[config.mk]
export PLATFORM = sky130hd
export DESIGN_NAME = fetch_queue
export DESIGN_NICKNAME = d
export VERILOG_FILES = /design/src/rtl/fetch_pkg.sv /design/src/rtl/fetch_fifo.sv /design/src/rtl/fetch_queue_chk.sv /design/src/rtl/fetch_queue.sv
export SDC_FILE = /design/constraint.sdc
export NUM_CORES = 1
export LEC_CHECK = 0
export ABC_AREA = 1
export BUFFER_PORTS_ARGS = -buffer_cell sky130_fd_sc_hd__buf_2
export CAP_MARGIN = 20
export CELL_PAD_IN_SITES_DETAIL_PLACEMENT = 1
export CELL_PAD_IN_SITES_GLOBAL_PLACEMENT = 1
export CORE_UTILIZATION = 41
export CTS_CLUSTER_DIAMETER = 80
export DETAILED_ROUTE_END_ITERATION = 8
export PLACE_DENSITY_LB_ADDON = 0.1
export SLEW_MARGIN = 0
export SYNTH_ARGS = -nofsm -noshare
export SYNTH_HDL_FRONTEND = slang
export SYNTH_SLANG_ARGS = --single-unit
[constraint.sdc]
create_clock -name i_clk -period 3.2 [get_ports i_clk]
set_input_delay 0.32 -clock i_clk [delete_from_list [all_inputs] [get_ports i_clk]]
set_output_delay 0.32 -clock i_clk [all_outputs]
set_load 0.1 [all_outputs]
[src/rtl/fetch_pkg.sv]
// Shared defaults and FSM state type for the instruction fetch queue.
package fetch_pkg;
  localparam int          W        = 32;
  localparam logic [31:0] RESET_PC = 32'h0000_0000;
  localparam int          DEPTH    = 2;

  typedef enum logic [0:0] {
    FETCH = 1'b0,
    DRAIN = 1'b1
  } fetch_state_e;
endpackage

[src/rtl/fetch_fifo.sv]
// DEPTH-entry in-order {pc, instr} queue with flush; head is read straight from storage.
module fetch_fifo #(
  parameter int W     = 32,
  parameter int DEPTH = 2,
  localparam int CW   = $clog2(DEPTH + 1),
  localparam int AW   = (DEPTH > 1) ? $clog2(DEPTH) : 1
) (
  input  logic          clk,
  input  logic          rst_n,
  input  logic          flush,
  input  logic          push,
  input  logic [W-1:0]  push_pc,
  input  logic [W-1:0]  push_instr,
  input  logic          pop,
  output logic [W-1:0]  head_pc,
  output logic [W-1:0]  head_instr,
  output logic [CW-1:0] count,
  output logic          empty,
  output logic          full
);
  logic [W-1:0]  pc_mem    [DEPTH];
  logic [W-1:0]  instr_mem [DEPTH];
  logic [AW-1:0] rd_ptr;
  logic [AW-1:0] wr_ptr;

  function automatic logic [AW-1:0] ptr_inc(input logic [AW-1:0] p);
    return (p == AW'(DEPTH - 1)) ? {AW{1'b0}} : p + AW'(1);
  endfunction

  // Storage, pointers and occupancy; flush discards everything but leaves storage as-is.
  always_ff @(posedge clk or negedge rst_n) begin
    if (!rst_n) begin
      for (int i = 0; i < DEPTH; i++) begin
        pc_mem[i]    <= {W{1'b0}};
        instr_mem[i] <= {W{1'b0}};
      end
      rd_ptr <= {AW{1'b0}};
      wr_ptr <= {AW{1'b0}};
      count  <= {CW{1'b0}};
    end else if (flush) begin
      rd_ptr <= {AW{1'b0}};
      wr_ptr <= {AW{1'b0}};
      count  <= {CW{1'b0}};
    end else begin
      if (push) begin
        pc_mem[wr_ptr]    <= push_pc;
        instr_mem[wr_ptr] <= push_instr;
        wr_ptr            <= ptr_inc(wr_ptr);
      end
      if (pop) begin
        rd_ptr <= ptr_inc(rd_ptr);
      end
      count <= count + CW'(push) - CW'(pop);
    end
  end

  // Head view and occupancy flags.
  always_comb begin
    head_pc    = pc_mem[rd_ptr];
    head_instr = instr_mem[rd_ptr];
    empty      = (count == {CW{1'b0}});
    full       = (count == CW'(DEPTH));
  end
endmodule

[src/rtl/fetch_queue_chk.sv]
// Simulation-only protocol checks for the fetch queue memory side and queue credits.
module fetch_queue_chk #(
  parameter int CW = 2
) (
  input logic          clk,
  input logic          rst_n,
  input logic          rvalid,
  input logic          push,
  input logic          full,
  input logic [CW-1:0] outstanding
);
  rsp_without_req: assert property (@(posedge clk) disable iff (!rst_n)
    !(rvalid && (outstanding == {CW{1'b0}})))
    else $error("fetch_queue: i_imem_rvalid with no outstanding request");

  push_into_full: assert property (@(posedge clk) disable iff (!rst_n)
    !(push && full))
    else $error("fetch_queue: push into a full queue");
endmodule

[src/rtl/fetch_queue.sv]
// Credit-limited instruction fetcher: issues sequential requests, queues in-order responses,
// and on redirect flushes the queue and drains responses that are still in flight.
module fetch_queue #(
  parameter int          W        = fetch_pkg::W,
  parameter logic [W-1:0] RESET_PC = W'(fetch_pkg::RESET_PC),
  parameter int          DEPTH    = fetch_pkg::DEPTH
) (
  input  logic         i_clk,
  input  logic         i_rst_n,
  output logic         o_imem_req,
  output logic [W-1:0] o_imem_addr,
  input  logic         i_imem_gnt,
  input  logic         i_imem_rvalid,
  input  logic [W-1:0] i_imem_rdata,
  input  logic         i_redirect,
  input  logic [W-1:0] i_redirect_pc,
  output logic         o_instr_valid,
  output logic [W-1:0] o_instr,
  output logic [W-1:0] o_pc,
  input  logic         i_instr_ready
);
  import fetch_pkg::fetch_state_e;
  import fetch_pkg::FETCH;
  import fetch_pkg::DRAIN;

  localparam int CW = $clog2(DEPTH + 1);

  fetch_state_e  state_q;
  logic [W-1:0]  pc_q;
  logic [W-1:0]  rsp_pc_q;
  logic [CW-1:0] outst_q;
  logic [CW-1:0] discard_q;
  logic [CW-1:0] outst_next;
  logic [CW-1:0] count;
  logic [CW:0]   credits_used;
  logic [W-1:0]  target;
  logic          grant;
  logic          rsp;
  logic          push;
  logic          pop;
  logic          empty;
  logic          full;

  // Request credits count both queued entries and responses still owed by memory.
  always_comb begin
    target       = i_redirect_pc & ~W'(32'd3);
    credits_used = {1'b0, count} + {1'b0, outst_q};
    o_imem_req   = i_rst_n && (state_q == FETCH) && !i_redirect
                   && (credits_used < (CW + 1)'(DEPTH));
    grant        = o_imem_req && i_imem_gnt;
    rsp          = i_imem_rvalid && (outst_q != {CW{1'b0}});
    push         = rsp && (state_q == FETCH) && !i_redirect;
    pop          = o_instr_valid && i_instr_ready && !i_redirect;
    outst_next   = outst_q + CW'(grant) - CW'(rsp);
  end

  assign o_imem_addr   = pc_q;
  assign o_instr_valid = !empty;

  // Fetch PC, response PC tracking, outstanding/discard counters and FETCH/DRAIN control.
  always_ff @(posedge i_clk or negedge i_rst_n) begin
    if (!i_rst_n) begin
      state_q   <= FETCH;
      pc_q      <= RESET_PC;
      rsp_pc_q  <= RESET_PC;
      outst_q   <= {CW{1'b0}};
      discard_q <= {CW{1'b0}};
    end else begin
      outst_q <= outst_next;
      if (i_redirect) begin
        // No grant is possible this cycle, so every remaining outstanding response is stale.
        pc_q      <= target;
        rsp_pc_q  <= target;
        discard_q <= outst_next;
        state_q   <= (outst_next != {CW{1'b0}}) ? DRAIN : FETCH;
      end else begin
        if (grant) begin
          pc_q <= pc_q + W'(32'd4);
        end
        if (push) begin
          rsp_pc_q <= rsp_pc_q + W'(32'd4);
        end
        if ((state_q == DRAIN) && rsp) begin
          discard_q <= discard_q - CW'(1);
          if (discard_q == CW'(1)) begin
            state_q <= FETCH;
          end
        end
      end
    end
  end

  fetch_fifo #(.W(W), .DEPTH(DEPTH)) u_fifo (
    .clk        (i_clk),
    .rst_n      (i_rst_n),
    .flush      (i_redirect),
    .push       (push),
    .push_pc    (rsp_pc_q),
    .push_instr (i_imem_rdata),
    .pop        (pop),
    .head_pc    (o_pc),
    .head_instr (o_instr),
    .count      (count),
    .empty      (empty),
    .full       (full)
  );

  fetch_queue_chk #(.CW(CW)) u_chk (
    .clk         (i_clk),
    .rst_n       (i_rst_n),
    .rvalid      (i_imem_rvalid),
    .push        (push),
    .full        (full),
    .outstanding (outst_q)
  );
endmodule

; ---- Word-level counts from Yosys, hierarchy flattened
; Index checks and enable logic that the tools add are counted.
; W data, S select, Z words.
[word_totals]
reg_bits = 201
inputBits = 70
output_inout_bits = 98
elab_cells = 81
[op_classes]
n_addsub = 10
magnitude_cmp = 4
eq_ne = 1
n_mux = 27
bitwise = 4
n_reduce_logical = 23
[op_table]
columns = cell, count
row1 = $mux W32, 11
row2 = $bwmux W64, 2
row3 = $add A32 B3 Y32 const B, 2
row4 = $demux W32 S1, 1
row5 = $reduce_bool A2 Y1, 7
row6 = $logic_and A1 B1 Y1, 11
row7 = $mux W1, 10
row8 = $mux W2, 3
row9 = $add A2 B1 Y2, 2
row10 = $ge A2 B2 Y1 const B, 2
row11 = $not A1 Y2, 2
row12 = $reduce_and A2 Y1, 2
row13 = $sub A2 B1 Y2, 2
row14 = $add A2 B2 Y3, 1
row15 = $lt A3 B2 Y1 const B, 1
row16 = $add A1 B1 Y1 const B, 2
row17 = $eq A2 B1 Y1 const B, 1
row18 = $logic_not A1 Y1, 2
row19 = $logic_not A2 Y1, 1
row20 = $lt A2 B1 Y1 const B, 1
row21 = $not A1 Y1, 2
row22 = $sub A2 B1 Y2 const B, 1

; ---- Longest topological paths before layout
; Gate-level depths: netlist of the first run.
[logic_depth]
ltp_word = 10
depth_mapped = 15
ltp_nobuf = 14

; ---- Hierarchy
; Synthesis of the first run repeated with hierarchy kept, for this count alone.
[hier_totals]
hier_cells = 1269
area_unflattened_um2 = 10978.0
[by_module_without_submodules]
columns = module, n_inst, cells_each, area_per_inst_um2, seq_area_each_um2
row1 = fetch_fifo, 1, 574, 6297.3, 3303.2
row2 = fetch_queue, 1, 695, 4680.7, 1626.6

; ---- Worst setup path after synthesis of the first run
; OpenSTA, ideal clock, no wires.
[synth_path]
path_type = reg2reg
from = register outst_q[0]
to = register discard_q[1]
setup_time_ns = 0.082
arrival_time_ns = 2.394
slack_ns = 0.724
stages_incl_launch_ff = 16
n_path_buf = 1
synth_period_minus_slack_ns = 2.476
cell_sequence = dfrtp_1 -> nand2_1 -> inv_1 -> fa_1 -> nor2_1 -> nand3_4 -> nor2_8 -> inv_2 -> buf_6 -> ha_1 -> inv_1 -> ha_1 -> xnor2_1 -> xnor2_1 -> nand2_1 -> a31oi_1
[synth_via]
elab_chain_len = 7
elab_cells_between_ends = 11
[synth_lines]
columns = item, line_no
row1 = start: declaration, fetch_queue.sv:31  ; logic [CW-1:0] outst_q;
row2 = start signal: assignment, fetch_queue.sv:66  ; outst_q <= {CW{1'b0}};
row3 = start signal: assignment, fetch_queue.sv:69  ; outst_q <= outst_next;
row4 = $add A2 B2 Y3, fetch_queue.sv:47  ; credits_used = {1'b0, count} + {1'b0, outst_q};
row5 = $lt A3 B2 Y1, fetch_queue.sv:49  ; && (credits_used < (CW + 1)'(DEPTH));
row6 = $logic_and A1 B1 Y1, fetch_queue.sv:49
row7 = $logic_and A1 B1 Y1, fetch_queue.sv:50  ; grant = o_imem_req && i_imem_gnt;
row8 = $add A2 B1 Y2, fetch_queue.sv:54  ; outst_next = outst_q + CW'(grant) - CW'(rsp);
row9 = $sub A2 B1 Y2 (*), fetch_queue.sv:54
row10 = via outst_next[1], fetch_queue.sv:33  ; logic [CW-1:0] outst_next;
row11 = $mux W2 (*), fetch_queue.sv:70  ; if (i_redirect) begin
row12 = end signal: assignment, fetch_queue.sv:67  ; discard_q <= {CW{1'b0}};
row13 = end signal: assignment, fetch_queue.sv:74  ; discard_q <= outst_next;
row14 = end signal: assignment, fetch_queue.sv:84  ; discard_q <= discard_q - CW'(1);
row15 = end: declaration, fetch_queue.sv:32  ; logic [CW-1:0] discard_q;
; The timed path passes the listed nets; every way through them passes the cells marked *.
; A chain may end at the register's enable or synchronous reset.

; ---- Worst setup path after layout of the first run
; Same ends and word-level chain as after synthesis.

==> results of run 1 <==
## per-layer routing
layer / routed length, um / share of wire (%)
met3: 985 / 3.4
met4: 280 / 0.98
met1: 13800 / 48
met2: 13600 / 47
met5: 0 / 0
## area by class of cell
type	instances	area [sq um]
Fill cell	3098	12100
Inverter	142	533
Tap cell	319	399
Clock inverter	14	140
Clock buffer	18	429
Sequential cell	193	4830
Multi-Input combinational cell	952	4330
Timing Repair Buffer	174	970
## power groups by stage
stage               clock [uW]  combinational, uW  sequential [uW]
global route              2250               6310             3860
finish                    2110               5870             3750
CTS                       2150               5920             3750
floorplan                    0               4550             4030
global placement             0               5810             3750
detailed placement           0               5910             3780
## logic make-up after synthesis
family / synth area share, %
flip-flops: 48.2
other: 0.0374
XOR/XNOR: 1.31
buffers and inverters: 8.77
AO/OA/AOI/OAI: 11.9
AND/OR/NAND/NOR: 28.7
adder cells (fa/ha/maj): 1.07
## flip-flops by register name, summed over array words and instances, names as in the netlist, 2 cells and up
signal	cells
outst_q	2
u_fifo.pc_mem	60
o_imem_addr	30
u_fifo.count	2
rsp_pc_q	30
discard_q	2
u_fifo.instr_mem	64
## worst max-delay path, delay by kind of cell (launching register included)
family	cells	cell delay, ns
fa+ha+maj	3	0.82
simple gates	5	0.60
flops	1	0.41
xor+xnor	2	0.39
buf+inv	3	0.19
compound gates	1	0.18
## final timing paths
path                                   startpoint              endpoint  slack [ns]  cells after the start
max in group asynchronous                 i_rst_n  u_fifo.instr_mem[46]        1.86                      3
min in group i_clk                i_imem_rdata[4]  u_fifo.instr_mem[36]        0.13                      3
worst max register to register         outst_q[0]          discard_q[1]        0.50                     14
worst min-delay path                      i_rst_n        o_imem_addr[8]        0.06                      2
worst min register to register  u_fifo.pc_mem[15]     u_fifo.pc_mem[15]        0.48                      2
worst max-delay path                   outst_q[0]          discard_q[1]        0.50                     14
## cell usage after synthesis, drive strengths merged (2+ instances only)
cell type and number:
a21oi 25, a31oi 5, buf 32, clkbuf 29, dfrtp 193, ha 7, inv 142, nand2 521
nand3 76, nand4 12, nor2 88, nor3 4, o211ai 13, o21ai 163, o21bai 8, o221ai 3
o31ai 2, or2 2, xnor2 3, xor2 12
## per-stage QoR
step | util (%) | instances | setup WS, ns | instance area, sq um | hold slack [ns]
after global placement | 46.6 | 1779 | 0.658 | 11000 | 0.466
after floorplan | - | 1348 | 0.724 | 10000 | 0.0244
after detailed placement | 46.6 | 1779 | 0.502 | 11000 | 0.473
after CTS | 49.0 | 1811 | 0.477 | 11600 | 0.103
after global routing | 49.1 | 1812 | 0.279 | 11600 | 0.124
final | 49.1 | 1812 | 0.503 | 11600 | 0.0611
==> results.txt, run 1 <==
outcome: finished clean
GRT Max-Usage Layer: met2
grt ovf: 0
LEAKAGE: 0.00614 uW
CP Capture Type: register
sequential area share after synthesis: 48.2%
YS warnings: 0
Sequential Power Share: 32.0%
wire per inst: 15.8 um
Syn Area/Cell: 7.45 sq um
Slew Viols, Final: 0
clock skew: 0.0189 ns
Initial Util: 42.3%
setup TNS: 0 ns
Hold-fix buffers, CTS: 0
Total Routing Usage GR: 23.7%
initial DRC count: 487
top_reg_cell synth: dfrtp_1
Pint: 5270 uW
area grow syn2layout: 16.1%
Final setup viols: 0
commonest non-fill, non-tap cell in the layout: nand2_1
CTS tree: built
EDFF count, synth: 0
Arr. time, crit path: 3.06 ns
Max clock buf depth: 2
Slowest-stage cell, CP: dfrtp_1
via/cell ratio: 5.03
Worst Tran Pin Value: 0.857 ns
Gate Count Post-Synth: 1345
GRT met1 Usage: 32.3%
DRT Wirelength: 28700 um
drt pass-1 iters: 4
die height: 158 um
Ports: 168
Startpoint Class: register
highest-count cells in the layout ignoring fill and taps: nand2_1 (512), dfrtp_1 (192), buf_2 (160)
dpl hpwl: 20000 um
worst ir drop on vdd: 521 uV
number of routed nets with antenna violations: 0
Cell Rows: 56
Area contributors post-synth: dfrtp_1 (48%), nand2_1 (19%), o21ai_0 (7.7%), inv_1 (5.1%), nand3_1 (3.7%)
antenna violations before repair: 0
CTS buffer count: 17
NumNets Final: 1558
ANT cells: 0
maximum fanout along the worst path: 11
NetSw: 6450 uW
Worst-path clk slew: 0.08 ns
clock sinks: 193
full die area: 25100 sq um
Mapped Area: 10000 sq um
Vias: 9121
Skew-Pair Late Insertion Delay: 0.45 ns
CP required: 3.57 ns
post_cts resized: 0
Port Buffers: 161
Yosys reg bits: 193
crit-path cells: nand2_1 -> inv_1 -> fa_1 -> nor2_1 -> nand3_4 -> nor2_8 -> inv_2 -> ha_1 -> inv_1 -> ha_1 -> xnor2_1 -> xnor2_1 -> nand2_1 -> a31oi_1
pwr/cell area: 1010 nW/um^2
core area: 23700 sq um
met3 Use GR: 3.43%
H-tree Lvls: 4
top-area cell type share of the netlist area: 48.2%
first-pass GRT wire length: 46000 um
Yosys top cell by area: dfrtp_1
post-detailed-route DRC marker count: 0
vias in the first global route: 8868
final hold viol count: 0
worst hold-check path type: input pin to async pin
share of layout cells above drive strength 1: 15.7%
Min Clock Period, post-route: 2.70 ns
asr flop ratio synth: 100%
slowest stage delay, CP: 0.41 ns
relative slew slack: 42.9%
gpl congestion: 0.872
Max Cap Violations: 0
Die Width: 158 um
Crit Path Category: register to register
Sw Share: 55.0%
RSZ-0062 raised after global routing: no
largest net degree at the start of global routing: 135
Synth cell types: 36
Clk pwr share: 18.0%
GR met2 Demand/Resource: 39.6%
Fmax achieved: 371 MHz
Gate power share: 50.0%
post-CTS setup buffers: 0
root buf cell: clkbuf_16
Tot Pwr: 11700 uW
final period utilization: 84.3%
(Power assumes the default switching activity.)
==> run 2, diff against run 1 <==
--- a/config.mk
+++ b/config.mk
@@ -5,7 +5,7 @@
 export SDC_FILE = /design/constraint.sdc
 export NUM_CORES = 1
 export LEC_CHECK = 0
-export ABC_AREA = 1
+export ABC_AREA = 0
 export BUFFER_PORTS_ARGS = -buffer_cell sky130_fd_sc_hd__buf_2
 export CAP_MARGIN = 20
 export CELL_PAD_IN_SITES_DETAIL_PLACEMENT = 1
==> constraint.sdc (replaced) <==
create_clock -name i_clk -period 2.22 [get_ports i_clk]
set_input_delay 0.222 -clock i_clk [delete_from_list [all_inputs] [get_ports i_clk]]
set_output_delay 0.222 -clock i_clk [all_outputs]
set_load 0.1 [all_outputs]
==> results.txt, run 2 <==
uppermost routed layer: met4
Min Clock Period, post-route: 2.79 ns (+0.0921 ns)
first-pass GRT wire length: 44400 um (-3.5%)
gpl congestion: 0.810 (-7.1%)
via/cell ratio: 5.59 (+11%)
relative slew slack: 30.7% (-12 points)
R2R Setup Slk: -0.57 ns (-1.07 ns)
Max Cap Violations: 0 (unchanged)
worst ir drop on vdd: 1100 uV (+110%)
sequential area share after synthesis: 49.0% (+0.75 points)
grt ovf: 0 (unchanged)
Synth cell types: 54 (+50%)
asr flop ratio synth: 100% (unchanged)
top-area cell type share of the netlist area: 49.0% (+0.75 points)
LEAKAGE: 0.00561 uW (-8.7%)
YS warnings: 0 (unchanged)
CP startpoint: outst_q[0]
Met3 Routed Length: 1180 um (+19%)
DRT Wirelength: 27800 um (-3.0%)
fin cells: 1384 (-24%)
vias in the first global route: 8098 (-8.7%)
Skew-Pair Late Insertion Delay: 0.44 ns (about the same)
maximum fanout along the worst path: 4 (-7)
Placed Instances: 1329 (-25%)
routed length on met2: 13900 um (+2.3%)
highest-count cells in the layout ignoring fill and taps: mux2_2 (193), dfrtp_1 (180), buf_2 (159)
number of routed nets with antenna violations: 0 (unchanged)
Vias: 7735 (-15%)
Yosys top cell by area: dfrtp_1
commonest non-fill, non-tap cell in the layout: mux2_2
dpl hpwl: 19000 um (-5.0%)
clock sinks: 193 (unchanged)
met1 wire length: 12200 um (-11%)
Startpoint Class: register
pwr/cell area: 1410 nW/um^2 (+40%)
Tot Pwr: 17900 uW (+52%)
EDFF count, synth: 0 (unchanged)
Slew Viols, Final: 0 (unchanged)
Crit Path Category: register to register
top-count cell post-synth: mux2_2
root buf cell: clkbuf_16
CTS buffer count: 17 (unchanged)
share of layout cells above drive strength 1: 50.7% (+35 points)
Fmax achieved: 359 MHz (-3.3%)
Max clock buf depth: 2 (unchanged)
area grow syn2layout: 28.8%
NumNets Final: 1130 (-27%)
Largest register FFs: 64 (unchanged)
largest net degree at the start of global routing: 169 (+25%)
startpoint of the tightest hold check path: i_imem_rdata[24]
H-tree Lvls: 4 (unchanged)
reg2reg start: outst_q[0]
drt pass-1 iters: 4 (unchanged)
top_reg_cell synth: dfrtp_1
die height: 157 um (-0.75%)
most frequent cells after synthesis: mux2_2 (196), dfrtp_1 (193), clkbuf_1 (49)
full die area: 24700 sq um (-1.5%)
Worst Tran Pin Value: 1.04 ns (+0.182 ns)
clock skew: 0.0181 ns (-0.000777 ns)
Total Routing Usage GR: 23.2% (-0.56 points)
violated checks: setup timing
core area: 23500 sq um (-0.59%)
Gate Count Post-Synth: 846 (-37%)
mux share of post-synthesis cell area: 22.8% (+23 points)
CP Capture Type: register
CP required: 2.54 ns (-1.03 ns)
Synth Area in XOR/XNOR: 1.87% (+0.55 points)
final period utilization: 126% (+41 points)
Mapped Area: 9860 sq um (-1.5%)
Final setup viols: 36 (+36)
worst hold-check path type: input pin to register
Syn Area/Cell: 11.7 sq um (+57%)
complex-gate fraction of the synthesized area: 7.75% (-4.1 points)
RSZ-0062 raised after global routing: yes
top flop regs: u_fifo.instr_mem (64), u_fifo.pc_mem (60)
Yosys reg bits: 193 (unchanged)
ANT cells: 0 (unchanged)
simple-gate share of the synthesized area: 14.3% (-14 points)
Synth Area in Adders: 1.09% (+0.017 points)
Worst-path clk slew: 0.09 ns (about the same)
Initial Util: 41.9% (-0.40 points)
wire per inst: 20.1 um (+27%)
Port Buffers: 161 (unchanged)
initial DRC count: 333 (-32%)
Area contributors post-synth: dfrtp_1 (49%), mux2_2 (22%), nor4_1 (2.2%), nand4_1 (2.0%), clkbuf_1 (1.9%)
antenna violations before repair: 0 (unchanged)
CTS tree: built
post-layout util: 54.0% (+4.8 points)
Ports: 168 (unchanged)
Biggest register: u_fifo.instr_mem
outcome: complete, but fails checks
worst setup margin: -0.569 ns (-1.07 ns)
Cell Rows: 56 (unchanged)
post-detailed-route DRC marker count: 0 (unchanged)
final hold viol count: 0 (unchanged)
Die Width: 157 um (-0.75%)
largest family of logic cells by synthesized area: multiplexers
Arr. time, crit path: 3.11 ns (+0.05 ns)
[run 2: cell types whose count changed after synthesis, moves of 50 or more]
cell     before  now
o21ai_0     155    6
inv_1       137   12
nand2_1     512   30
mux2_2        0  196
nand3_1      75   24
nor2_1       79   29
[run 2: logic make-up after synthesis]
kind of cell / Yosys count
AND/OR/NAND/NOR: 246
multiplexers: 200
flip-flops: 193
AO/OA/AOI/OAI: 98
buffers and inverters: 79
XOR/XNOR: 21
adder cells (fa/ha/maj): 8
other: 1
[run 2: through the flow]
step | hold slack (ns) | setup slack (ns) | setup TNS, ns | cell area, sq um
floorplan | -0.0736 | -0.525 | -4.59 | 9920
global placement | 0.222 | -0.564 | -7.93 | 11500
detailed placement | 0.220 | -0.582 | -9.24 | 11500
CTS | 0.000553 | -0.547 | -10.67 | 12600
global route | 0.00486 | -0.633 | -19.87 | 12700
finish | 0.0185 | -0.569 | -13.28 | 12700
[run 2: repair_timing]
action,in CTS,in global routing
hold endpoints to repair,27,0
pin swaps,28,20
setup buffers,15,10
setup endpoints to repair,57,104
resized for setup,63,20
hold buffers,2,0
cloned,1,0
[run 2: cell type report]
class | count | area [sq um]
Timing Repair Buffer | 249 | 1710
Tap cell | 319 | 399
Multi-Input combinational cell | 577 | 5090
Sequential cell | 193 | 4850
Clock inverter | 15 | 179
Fill cell | 2558 | 10800
Clock buffer | 17 | 425
Inverter | 14 | 55.1
[run 2: final timing paths]
path	endpoint	cells after the start
hold / removal	u_fifo.instr_mem[56]	2
hold reg to reg	u_fifo.pc_mem[49]	1
setup reg to reg	o_imem_addr[16]	6
max in group asynchronous	u_fifo.rd_ptr	4
setup / recovery	o_imem_addr[16]	6
min in group asynchronous	discard_q[1]	3
[run 2: report_power, final]
| part | switching (uW) | internal, uW |
|---|---|---|
| sequential | 651 | 4540 |
| combinational | 6980 | 2560 |
| clock | 1600 | 1540 |
[run 2: layer usage]
metal	vias up	GRT usage, %
li1	3597	-
met1	3953	31.7
met2	154	37.7
met3	31	3.94
met4	0	6.52
met5	-	0
[run 2: critical path: stages, from the launching register on]
cell and delay [ns]:
dfrtp_1 0.38, and2_4 0.16, fa_1 0.46, or4b_4 0.51
or4b_4 0.57, or3_4 0.37, o221a_4 0.22
